### config.mk
export PLATFORM = sky130hd
export DESIGN_NAME = size_field_patcher
export DESIGN_NICKNAME = d
export VERILOG_FILES = /design/src/rtl/size_field_patcher_pkg.sv /design/src/rtl/size_field_patcher_fifo.sv /design/src/rtl/size_field_patcher.sv
export SDC_FILE = /design/constraint.sdc
export NUM_CORES = 1
export LEC_CHECK = 0
export CAP_MARGIN = 20
export CORE_MARGIN = 1
export CORE_UTILIZATION = 57
export DETAILED_ROUTE_END_ITERATION = 12
export PLACE_DENSITY = 0.8
export RECOVER_POWER = 50
export SLEW_MARGIN = 20
export SYNTH_ARGS = -nofsm -noshare
export SYNTH_HDL_FRONTEND = slang
export SYNTH_SLANG_ARGS = --single-unit
### constraint.sdc
create_clock -name clock -period 4.6 [get_ports clock]
set_input_delay 1.38 -clock clock [delete_from_list [all_inputs] [get_ports clock]]
set_output_delay 1.38 -clock clock [all_outputs]
set_load 0.005 [all_outputs]
### src/rtl/size_field_patcher_pkg.sv
// -----------------------------------------------------------------------------
// size_field_patcher_pkg
// Types and constants shared by the size-field patcher and its request FIFO.
//   patch_req_t     : one buffered size write-back request {addr, val, size}
//   patch_state_t   : serialiser FSM states
//   MAX_FIELD_BYTES : widest size field the encoder ever back-fills
//   field_byte()    : selects byte idx (0 = LSB) of a right-aligned value
// -----------------------------------------------------------------------------
package size_field_patcher_pkg;

    localparam int MAX_FIELD_BYTES = 4;

    typedef struct packed {
        logic [31:0] addr;   // byte address of the field's MSB
        logic [31:0] val;    // right-aligned field value
        logic [2:0]  size;   // field width in bytes, 1..MAX_FIELD_BYTES
    } patch_req_t;

    typedef enum logic [0:0] {
        IDLE  = 1'b0,
        WRITE = 1'b1
    } patch_state_t;

    function automatic logic [7:0] field_byte(input logic [31:0] v, input logic [2:0] idx);
        logic [7:0] b;
        case (idx)
            3'd0:    b = v[7:0];
            3'd1:    b = v[15:8];
            3'd2:    b = v[23:16];
            3'd3:    b = v[31:24];
            default: b = 8'h00;
        endcase
        return b;
    endfunction

endpackage

### src/rtl/size_field_patcher_fifo.sv
// -----------------------------------------------------------------------------
// patch_req_fifo
// Synchronous request FIFO with show-ahead read data. A push while full is
// accepted only when a pop happens in the same cycle; otherwise it is ignored
// (the parent flags the drop).
// Ports:
//   clock, reset_n : clock, asynchronous active-low reset
//   push, push_data: write request and its payload
//   pop            : consume the head entry (ignored when empty)
//   pop_data       : current head entry, valid while !empty
//   full, empty    : occupancy flags
// -----------------------------------------------------------------------------
module patch_req_fifo
    import size_field_patcher_pkg::*;
#(
    parameter int DEPTH = 4
) (
    input  logic       clock,
    input  logic       reset_n,
    input  logic       push,
    input  patch_req_t push_data,
    input  logic       pop,
    output patch_req_t pop_data,
    output logic       full,
    output logic       empty
);

    localparam int PTR_W = $clog2(DEPTH);
    localparam logic [PTR_W:0] PTR_ONE = {{PTR_W{1'b0}}, 1'b1};

    // Pointers carry one extra wrap bit so full and empty are distinguishable.
    logic [PTR_W:0] wr_ptr;
    logic [PTR_W:0] rd_ptr;
    patch_req_t     storage [DEPTH];

    logic do_push;
    logic do_pop;

    assign empty    = (wr_ptr == rd_ptr);
    assign full     = (wr_ptr[PTR_W] != rd_ptr[PTR_W]) &&
                      (wr_ptr[PTR_W-1:0] == rd_ptr[PTR_W-1:0]);
    assign do_pop   = pop && !empty;
    assign do_push  = push && (!full || do_pop);
    assign pop_data = storage[rd_ptr[PTR_W-1:0]];

    always_ff @(posedge clock or negedge reset_n) begin
        if (!reset_n) begin
            wr_ptr <= '0;
            rd_ptr <= '0;
        end else begin
            if (do_push) wr_ptr <= wr_ptr + PTR_ONE;
            if (do_pop)  rd_ptr <= rd_ptr + PTR_ONE;
        end
    end

    // NOTE: the storage array is deliberately not reset; the pointers alone
    // define which entries are valid, and a resettable array costs flops.
    always_ff @(posedge clock) begin
        if (do_push) storage[wr_ptr[PTR_W-1:0]] <= push_data;
    end

endmodule

### src/rtl/size_field_patcher.sv
// -----------------------------------------------------------------------------
// size_field_patcher
// Buffers size write-back requests from the encoder sequencer and serialises
// each into big-endian byte writes (MSB at the lowest address) on the
// bitstream memory's byte write port, one byte per cycle, with no bubbles
// between consecutive requests.
// Ports:
//   clock, reset_n : clock, asynchronous active-low reset
//   offset_addr    : byte address of the field's MSB
//   val            : right-aligned field value
//   byte_size      : field width in bytes; 0 = no request, >4 = rejected
//   mem_wr_en      : registered byte write strobe
//   mem_addr       : registered byte address (0 when not writing)
//   mem_wr_data    : registered byte data (0 when not writing)
//   busy           : work pending or in flight
//   overflow       : sticky, a request was dropped on a full FIFO
//   bad_size       : sticky, a request with byte_size > 4 was dropped
//   patch_count    : completed requests, saturating at 0xFFFF
// -----------------------------------------------------------------------------
module size_field_patcher
    import size_field_patcher_pkg::*;
#(
    parameter int FIFO_DEPTH = 4,
    parameter int ADDR_WIDTH = 32
) (
    input  logic                  clock,
    input  logic                  reset_n,
    input  logic [31:0]           offset_addr,
    input  logic [31:0]           val,
    input  logic [31:0]           byte_size,
    output logic                  mem_wr_en,
    output logic [ADDR_WIDTH-1:0] mem_addr,
    output logic [7:0]            mem_wr_data,
    output logic                  busy,
    output logic                  overflow,
    output logic                  bad_size,
    output logic [15:0]           patch_count
);

    localparam logic [ADDR_WIDTH-1:0] ADDR_ONE = {{(ADDR_WIDTH-1){1'b0}}, 1'b1};

    patch_state_t          state;
    logic [ADDR_WIDTH-1:0] cur_addr;
    logic [31:0]           cur_val;
    logic [2:0]            remaining;

    logic       req_valid;
    logic       req_bad;
    patch_req_t push_req;
    patch_req_t head;
    logic       fifo_full;
    logic       fifo_empty;
    logic       fifo_pop;
    logic       last_byte;
    logic       drop_full;

    assign req_valid = (byte_size != 32'd0) && (byte_size <= 32'(MAX_FIELD_BYTES));
    assign req_bad   = (byte_size > 32'(MAX_FIELD_BYTES));
    assign push_req  = '{addr: offset_addr, val: val, size: byte_size[2:0]};

    assign last_byte = (state == WRITE) && (remaining == 3'd1);
    // The next entry is taken either from idle or on the last byte of the
    // current one, which is what makes back-to-back requests gap-free.
    assign fifo_pop  = !fifo_empty && ((state == IDLE) || last_byte);
    assign drop_full = req_valid && fifo_full && !fifo_pop;

    assign busy = !fifo_empty || (state != IDLE) || mem_wr_en;

    patch_req_fifo #(
        .DEPTH(FIFO_DEPTH)
    ) u_fifo (
        .clock    (clock),
        .reset_n  (reset_n),
        .push     (req_valid),
        .push_data(push_req),
        .pop      (fifo_pop),
        .pop_data (head),
        .full     (fifo_full),
        .empty    (fifo_empty)
    );

    always_ff @(posedge clock or negedge reset_n) begin
        if (!reset_n) begin
            state       <= IDLE;
            cur_addr    <= '0;
            cur_val     <= '0;
            remaining   <= '0;
            mem_wr_en   <= 1'b0;
            mem_addr    <= '0;
            mem_wr_data <= '0;
            overflow    <= 1'b0;
            bad_size    <= 1'b0;
            patch_count <= '0;
        end else begin
            if (drop_full) overflow <= 1'b1;
            if (req_bad)   bad_size <= 1'b1;

            // Write port idles at all-zero unless a byte is emitted below.
            mem_wr_en   <= 1'b0;
            mem_addr    <= '0;
            mem_wr_data <= '0;

            case (state)
                IDLE: begin
                    if (fifo_pop) begin
                        cur_addr  <= head.addr[ADDR_WIDTH-1:0];
                        cur_val   <= head.val;
                        remaining <= head.size;
                        state     <= WRITE;
                    end
                end

                WRITE: begin
                    mem_wr_en   <= 1'b1;
                    mem_addr    <= cur_addr;
                    mem_wr_data <= field_byte(cur_val, remaining - 3'd1);
                    cur_addr    <= cur_addr + ADDR_ONE;
                    remaining   <= remaining - 3'd1;
                    if (remaining == 3'd1) begin
                        if (patch_count != 16'hFFFF) patch_count <= patch_count + 16'd1;
                        if (fifo_pop) begin
                            // NOTE: these non-blocking loads come after the
                            // per-byte updates above, so they take precedence.
                            cur_addr  <= head.addr[ADDR_WIDTH-1:0];
                            cur_val   <= head.val;
                            remaining <= head.size;
                        end else begin
                            state <= IDLE;
                        end
                    end
                end

                default: state <= IDLE;
            endcase
        end
    end

endmodule
### Word level (Yosys, flattened, before mapping)

Memory sizes are Yosys's and may differ from the RTL's.
Index checks and enable logic that the tools add are counted.

* $add $sub $neg: 5
* order comparisons: 2
* multiplexer cells: 20
* reduce and logical (&&, ||, !) cells: 18
* equality and inequality tests: 10
* bitwise operators: 1

Operators with widths (number)
* $mux W32: 6
* $pmux W32 S2: 2
* $add A32 B1 Y32 const B: 1
* $gt A32 B3 Y1 const B: 1
* $le A32 B3 Y1 const B: 1
* $pmux W8 S4: 1
* $reduce_bool A32 Y1: 1
* $add A16 B1 Y16 const B: 1
* $ne A16 B16 Y1 const B: 1
* $mux W3: 3
* $logic_and A1 B1 Y1: 8
* $mux W8: 1
* $add A3 B1 Y3 const B: 2
* $eq A3 B1 Y1 const B: 2
* $eq A3 B2 Y1 const B: 2
* $pmux W3 S2: 1
* $mux W1: 5
* $logic_or A1 B1 Y1: 4
* $eq A3 B3 Y1: 1
* $logic_not A1 Y1: 3
* $logic_not A3 Y1: 1
* $reduce_and A3 Y1: 1
* $sub A3 B1 Y3 const B: 1
* $eq A2 B2 Y1: 1
* other kinds (5): 5

* RAM bits: 268
* bits of input ports: 98
* output and inout bits: 60
* logic and storage cells: 69
* memories kept: 1
* register bits after elaboration: 133

Memory list
* u_fifo.storage: depth 4, bits a word 67, rd ports 1, clocked after memory_dff 0, write ports 1, line size_field_patcher_fifo.sv:34 `patch_req_t storage [DEPTH];`

### Logic depth before layout (Yosys ltp)

Gate-level depths: netlist (run 1).

* depth after elaboration: 9
* mapped depth: 9
* gate-level depth less buffers: 7

### Modules after synthesis

From an unflattened synthesis (run 1), not the netlist that was laid out.

* cells, all modules: 1069
* area total of the unflattened synthesis: 16438.3 um^2

By module, submodules not included
* patch_req_fifo: times used 1, sequential area each 8197.9 um^2, cells an instance 394, area each 10099.7 um^2
* size_field_patcher: times used 1, sequential area each 3178.0 um^2, cells an instance 675, area each 6338.6 um^2

### Worst setup path before layout (run 1)

OpenSTA, ideal clock, no wires.

* kind: input to register
* from: input port byte_size[4]
* to: memory u_fifo.storage[0][0] (netlist name), enable pin
* arrival: 4.094 ns
* path buffers: 0
* required time: 4.168 ns
* cell stages on the path: 4
* library setup time: 0.432 ns
* path slack: 0.074 ns
* cells stage by stage: or4_1 > nor4_1 > and3b_1 > and2_1

* longest elaborated chain between the ends: 5
* elaborated cells on any way between the ends: 6
* classes of those cells: order compare (1); mux (2); reduce/logical (3)

RTL lines
* start: declaration: line size_field_patcher.sv:30 `input logic [31:0] byte_size,`
* $le A32 B3 Y1 or $reduce_bool A32 Y1 (tied branches): line size_field_patcher.sv:57 `assign req_valid = (byte_size != 32'd0) && (byte_size <= 32'(MAX_FIELD_BYTES));`
* $logic_and A1 B1 Y1 *: line size_field_patcher.sv:57
* $logic_and A1 B1 Y1 *: line size_field_patcher_fifo.sv:43 `assign do_push = push && (!full || do_pop);`
* $mux W1 *: line size_field_patcher_fifo.sv:59 `if (do_push) storage[wr_ptr[PTR_W-1:0]] <= push_data;`
* $mux W1 (not written as such) *: line size_field_patcher_fifo.sv:59
* end: declaration: line size_field_patcher_fifo.sv:34

Mark *: on every way between the ends. The rest lies on a longest branch, timed or not.

### Worst setup path in the final report (run 1)

* from: register state
* to: register cur_addr[30]

* longest elaborated chain between the ends: 6
* elaborated cells on any way between the ends: 8
* classes of those cells: eq/ne (1); mux (3); bitwise (1); reduce/logical (3)

RTL lines
* start: declaration: line size_field_patcher.sv:42 `patch_state_t state;`
* start signal: assignment: line size_field_patcher.sv:84 `state <= IDLE;`
* start signal: assignment: line size_field_patcher.sv:109 `state <= WRITE;`
* start signal: assignment: line size_field_patcher.sv:128 `state <= IDLE;`
* $logic_and A1 B1 Y1 or $not A1 Y1 (tied branches)
* $logic_or A1 B1 Y1: line size_field_patcher.sv:64 `assign fifo_pop = !fifo_empty && ((state == IDLE) || last_byte);`
* $logic_and A1 B1 Y1: line size_field_patcher.sv:64
* $mux W32: line size_field_patcher.sv:121 `if (fifo_pop) begin`
* $mux W32: line size_field_patcher.sv:119 `if (remaining == 3'd1) begin`
* $pmux W32 S2: line size_field_patcher.sv:103 `case (state)`
* end signal: assignment: line size_field_patcher.sv:106 `cur_addr <= head.addr[ADDR_WIDTH-1:0];`
* end signal: assignment: line size_field_patcher.sv:117 `cur_addr <= cur_addr + ADDR_ONE;`
* end signal: assignment: line size_field_patcher.sv:124 `cur_addr <= head.addr[ADDR_WIDTH-1:0];`
* end: declaration: line size_field_patcher.sv:43 `logic [ADDR_WIDTH-1:0] cur_addr;`

Parallel ways exist; a longest one is shown, timed or not.
A chain may end at the register's enable or synchronous reset.

==> results_dict.tcl, run 1 <==
set metrics [dict create \
    wl_per_cell_um 21.9 \
    slew_viol_final 144 \
    synth.avg_cell_area_um2 16.0 \
    syn_to_final_growth_pct 21.1 \
    yosysMostFrequentCell "edfxtp_1" \
    drv_cap 2 \
    rows 61 \
    cts_resized 0 \
    wl_um 34800 \
    chipHeight_um 170 \
    clk_pin_slew_ps 60 \
    fmax_ghz 0.248 \
    numCtsBuffers 39 \
    hold_depth 1 \
    ys_warn_count 0 \
    final_nets 1289 \
    ctsLongestPathBuffers 3 \
    ios 158 \
    tightest_slew_ps 2400 \
    ys_ff_latch 401 \
    hp-start "bad_size" \
    synth_nets 1120 \
    antenna_found_initial 1 \
    grt_setup_unrepaired "no" \
    holdWs_ps 477 \
    setup_viol 0 \
    synth_edf_count 268 \
    cts.sinks 401 \
    routabilityCongestion 0.914 \
    drc_errors 0 \
    p_leak_nw 7.09 \
    synth_largest_area_cell "edfxtp_1" \
    finalHoldViolations 0 \
    ctsHoldBuffers 0 \
    design.core.area_um2 27800 \
    yosysSeqAreaShare_pct 70.5 \
    worstSetupPathType "reg -> reg" \
    vias 9596 \
    peakVddDrop_mv 0.352 \
    layout_setup_ws_ps 570 \
    skew_ps 13.1 \
    drive_above_1_share_pct 14.7 \
    postLayoutCoreUtil_pct 70.3 \
    ant_nets 0 \
    post-cts-setup-buffers 0 \
    finalNonFillerCells 1589 \
    cp.required_ps 5050 \
    dp_hpwl_um 22100 \
    grt_usage_pct 25.2 \
    synthTopCellsByCount "edfxtp_1 (268), nand2_1 (152), dfrtp_1 (133)" \
    cp-start-kind "flop" \
    insertion_delay_ps 540 \
    via_per_inst 6.04 \
    regToRegStartpoint "state" \
    grt_overflow 0 \
    fin_crit_sh_pct 87.6 \
    critical_path_arrival_ps 4480 \
    dp.cells 1515 \
    yosys.cell_types.count 71 \
    ys.flop_type "edfxtp_1" \
    htreeDepth 2 \
    netlist_area_um2 16100 \
    pre_cts_ws_ps 491 \
    setup_tns_ps 0 \
    ys_async_sr_fraction_pct 33.2 \
    netlist.area_leader.share_pct 49.9 \
    grt_max_degree 95 \
    power_density_nw_per_um2 456 \
    fillers 1759 \
    drt-initial-drc-count 970 \
    die_w_um 170 \
    holdPathEnd "bad_size" \
    drtPass1Iterations 5 \
    syn_inst 1010 \
    status "finished with violations" \
    relSlewSlack_pct -60.0 \
    reg2reg_to "cur_addr[30]" \
    fin_crit_ps 4030 \
    cts_tree "yes" \
    reg2reg_depth 6 \
    r2r_slack_ps 570 \
    cp_max_fo 48 \
    synthTopCellsByArea "edfxtp_1 (50%), dfrtp_1 (21%), mux4_2 (9.4%), nand2_1 (3.5%), and2_1 (1.4%)" \
    end_kind "flop" \
    die_area_um2 29000 \
    grt_pass1_vias 9678 \
    io_buffer_count 157 \
    hold_class "reg -> reg" \
    grt_pass1_wl_um 54700 \
    initial_core_util_pct 58.0 \
    cts_root_buf "clkbuf_16" \
    violations "capacitance limit, slew limit" \
]
-- state kept, by name, indices dropped and copies added, names as in the netlist --
register / flops
patch_count: 16
mem_addr: 32
mem_wr_en: 1
state: 1
mem_wr_data: 8
cur_val: 32
remaining: 3
cur_addr: 32
u_fifo.storage: 268
bad_size: 1
u_fifo.wr_ptr: 3
overflow: 1
u_fifo.rd_ptr: 3
-- layout make-up --
type	instances	area [µm²]	area share, %
sequential	401	11400	58.3
multi-input combinational	551	4500	23.0
timing repair buffer	176	1790	9.14
clock buffer	56	1120	5.73
tap	378	473	2.42
clock inverter	16	236	1.21
inverter	10	37.5	0.192
antenna	1	2.50	0.0128
-- metrics by stage --
stage | power, mW | cell area (µm²)
floorplan | 5.16 | 16100
global placement | 5.55 | 18200
global route | 9.24 | 19500
finish | 8.90 | 19500
detailed placement | 5.61 | 18200
CTS | 8.94 | 19500
-- worst max-delay path, cell delays in order, from the launching register on --
cell and delay, ps:
dfrtp_1 370, clkbuf_1 1390, inv_2 530, nor2_2 570
a21oi_2 290, or4_1 680, o211ai_1 100
-- layout by cell type (no fill, tap or decap), types with 19 or more instances in the layout --
master and instances:
a21oi_1 19, clkdlybuf4s50_1 89, clkbuf_16 39, mux4_2 67
a22oi_1 20, nand2_1 152, dlygate4sd3_1 67, nand3_1 30
and2_1 29, nor2_1 21, edfxtp_1 268, dfrtp_1 131
-- routing by layer --
metal | global-route usage [%] | part of all wire (%)
met1 | 34.4 | 41
met2 | 40.0 | 49
met3 | 5.67 | 8.0
met4 | 9.13 | 2.8
met5 | 0 | 0.032
-- logic make-up after synthesis --
family | count (synthesis) | share of synthesized area (%)
DFF | 401 | 70.5
and+or+nand+nor | 326 | 10.3
AOI/OAI and AO/OA | 108 | 4.89
muxes | 81 | 10.3
buffers and inverters | 58 | 1.65
xor gates and xnor gates | 24 | 1.40
adders and majority gates | 12 | 0.931
-- worst max path at each step --
| stage | startpoint | to | slack (ps) | cells past startpoint |
|---|---|---|---|---|
| 3_3_place_gp | byte_size[4] | u_fifo.storage[2][14] | 540 | 6 |
| 3_5_place_dp | byte_size[4] | u_fifo.storage[2][14] | 490 | 6 |
| 2_1_floorplan | byte_size[4] | u_fifo.storage[0][0] | 70 | 4 |
| 5_1_grt | state | cur_addr[30] | 270 | 6 |
| 6_report | state | cur_addr[30] | 570 | 6 |
| 4_1_cts | u_fifo.rd_ptr[0] | busy | 620 | 4 |
-- report_power, final --
group          switching (mW)  internal [mW]
combinational           0.644          0.481
sequential              0.309           4.13
clock                    1.34           1.99
(Power assumes the default switching activity.)
==> inputs of run 2 (changes only) <==
--- a/config.mk
+++ b/config.mk
@@ -6,10 +6,13 @@
 export NUM_CORES = 1
 export LEC_CHECK = 0
 export CAP_MARGIN = 20
+export CELL_PAD_IN_SITES_DETAIL_PLACEMENT = 1
+export CELL_PAD_IN_SITES_GLOBAL_PLACEMENT = 2
 export CORE_MARGIN = 1
-export CORE_UTILIZATION = 57
+export CORE_UTILIZATION = 42
+export CTS_BUF_LIST = sky130_fd_sc_hd__clkbuf_8 sky130_fd_sc_hd__clkbuf_16
 export DETAILED_ROUTE_END_ITERATION = 12
-export PLACE_DENSITY = 0.8
+export PLACE_DENSITY_LB_ADDON = 0.1
 export RECOVER_POWER = 50
 export SLEW_MARGIN = 20
 export SYNTH_ARGS = -nofsm -noshare
==> results_dict.tcl, run 2 (same netlist as run 1, synthesis figures left out) <==
set metrics [dict create \
    cts_tree "yes" \
    drive_above_1_share_pct 15.4 \
    htreeDepth 2 \
    cp_slowest_stage_delay_ps 470 \
    cts_root_buf "clkbuf_16" \
    io_buffer_count 157 \
    regToRegStartpoint "state" \
    layout.cells.most_common "edfxtp_1" \
    use_met1_pct 28.2 \
    fin_crit_ps 3640 \
    finalHoldViolations 0 \
    cp_max_fo 5 \
    crit_chain "xnor2_2 > nand3_2 > or3_1 > clkdlybuf4s50_1" \
    grt_pass1_vias 10100 \
    holdPathEnd "bad_size" \
    cp-start-kind "flop" \
    drtPass1Iterations 5 \
    syn_to_final_growth_pct 23.2 \
    wl_um 38300 \
    critical_path_arrival_ps 2260 \
    cp.required_ps 3220 \
    pre_cts_ws_ps 422 \
    top_usage_layer "met2" \
    r2r_slack_ps 1310 \
    die_w_um 198 \
    cts_resized 0 \
    post-cts-setup-buffers 0 \
    grt_overflow 0 \
    ios 158 \
    diodes 0 \
    use_met3_pct 3.73 \
    drt-initial-drc-count 466 \
    ant_nets 0 \
    drv_cap 2 \
    tightest_slew_ps 1900 \
    numCtsBuffers 44 \
    fin_crit_sh_pct 79.1 \
    wl_per_cell_um 22.1 \
    grt_pass1_wl_um 59800 \
    grt_usage_pct 20.5 \
    final_nets 1298 \
    mostFrequentLayoutCells "edfxtp_1 (268), nand2_1 (152), dfrtp_1 (131), clkdlybuf4s50_1 (89)" \
    crit_buf_inv 1 \
    violations "capacitance limit, slew limit" \
    die_area_um2 39200 \
    fillers 3582 \
    rows 71 \
    reg2reg_depth 5 \
    p_leak_nw 7.21 \
    skew_ps 18.6 \
    hp-start "bad_size" \
    slew_viol_final 94 \
    dp_hpwl_um 24800 \
    status "finished with violations" \
    cts.sinks 401 \
    gr-usage-met2_pct 33.6 \
    clk_pin_slew_ps 60 \
    crit_family "simple AND/OR/NAND/NOR gates" \
    design.core.area_um2 37800 \
    grt_max_degree 72 \
    antenna_found_initial 1 \
    routabilityCongestion 0.809 \
    setup_viol 0 \
    vias 9304 \
    via_per_inst 5.36 \
    drc_errors 0 \
    relSlewSlack_pct -26.8 \
    hold_depth 1 \
    insertion_delay_ps 560 \
    chipHeight_um 198 \
    grt_setup_unrepaired "no" \
    cp_slowest_cell "clkdlybuf4s50_1" \
    ctsHoldBuffers 0 \
    setup_tns_ps 0 \
    fmax_ghz 0.275 \
    largest_reg_flops 268 \
    regArea_um2 11400 \
    ctsLongestPathBuffers 3 \
    end_kind "primary output" \
    worstSetupPathType "reg -> out" \
    initial_core_util_pct 42.7 \
    power_density_nw_per_um2 461 \
    reg2reg_to "patch_count[11]" \
    peakVddDrop_mv 0.401 \
    hold_class "reg -> reg" \
    layout_setup_ws_ps 961 \
    multi_input_area_um2 4500 \
]
## run 2: cell types whose count changed in the layout (fill, tap and decap cells not counted), sizes merged
cell | previous run | this run
inv | 13 | 23
clkinv | 7 | 11
buf | 16 | 19
clkbuf | 60 | 57
diode | 1 | 0
## run 2: layout make-up
| class | instances | area share [%] |
|---|---|---|
| repair buffers | 180 | 9.12 |
| well taps | 511 | 3.22 |
| clock buffers | 52 | 6.21 |
| inverters | 10 | 0.189 |
| clock inverters | 30 | 1.38 |
| multi-input cells | 551 | 22.6 |
| flip-flops and latches | 401 | 57.3 |
## run 2: worst max path at each step
stage               cells past startpoint  slack [ps]             start               endpoint
floorplan                               4          70      byte_size[4]   u_fifo.storage[0][0]
global placement                        6         550      byte_size[4]  u_fifo.storage[0][49]
detailed placement                      6         420      byte_size[4]  u_fifo.storage[0][21]
CTS                                     4         910  u_fifo.wr_ptr[1]                   busy
global route                            2         590           reset_n            cur_addr[0]
finish                                  4         960  u_fifo.wr_ptr[1]                   busy
## run 2: layer usage
layer	wire length (µm)	up-vias
met2	18600	212
met1	17200	4790
li1	-	4244
met5	0	-
met4	710	0
met3	1730	58
## run 2: through the flow
step	instances	total power, mW	util, %	instance area (µm²)	hold slack, ps
after floorplan	1010	5.16	-	16100	428
after global placement	1652	5.63	48.6	18400	460
after detailed placement	1652	5.66	48.6	18400	459
after CTS	1734	9.29	52.6	19900	473
after global routing	1735	9.59	52.6	19900	485
final	1735	9.16	52.6	19900	467
## run 2: worst register-to-register path, stage by stage (launching register included)
cell,delay [ps]
dfrtp_1,830
clkbuf_1,960
nand2_1,360
or4_1,690
nor3_1,230
xor2_1,160
## run 2: power breakdown
group | switching, mW | internal, mW | total, mW | leakage (nW)
Clock | 1.40 | 2.19 | 3.59 | 0.794
Sequential | 0.302 | 4.13 | 4.44 | 4.08
Combinational | 0.654 | 0.482 | 1.14 | 2.34
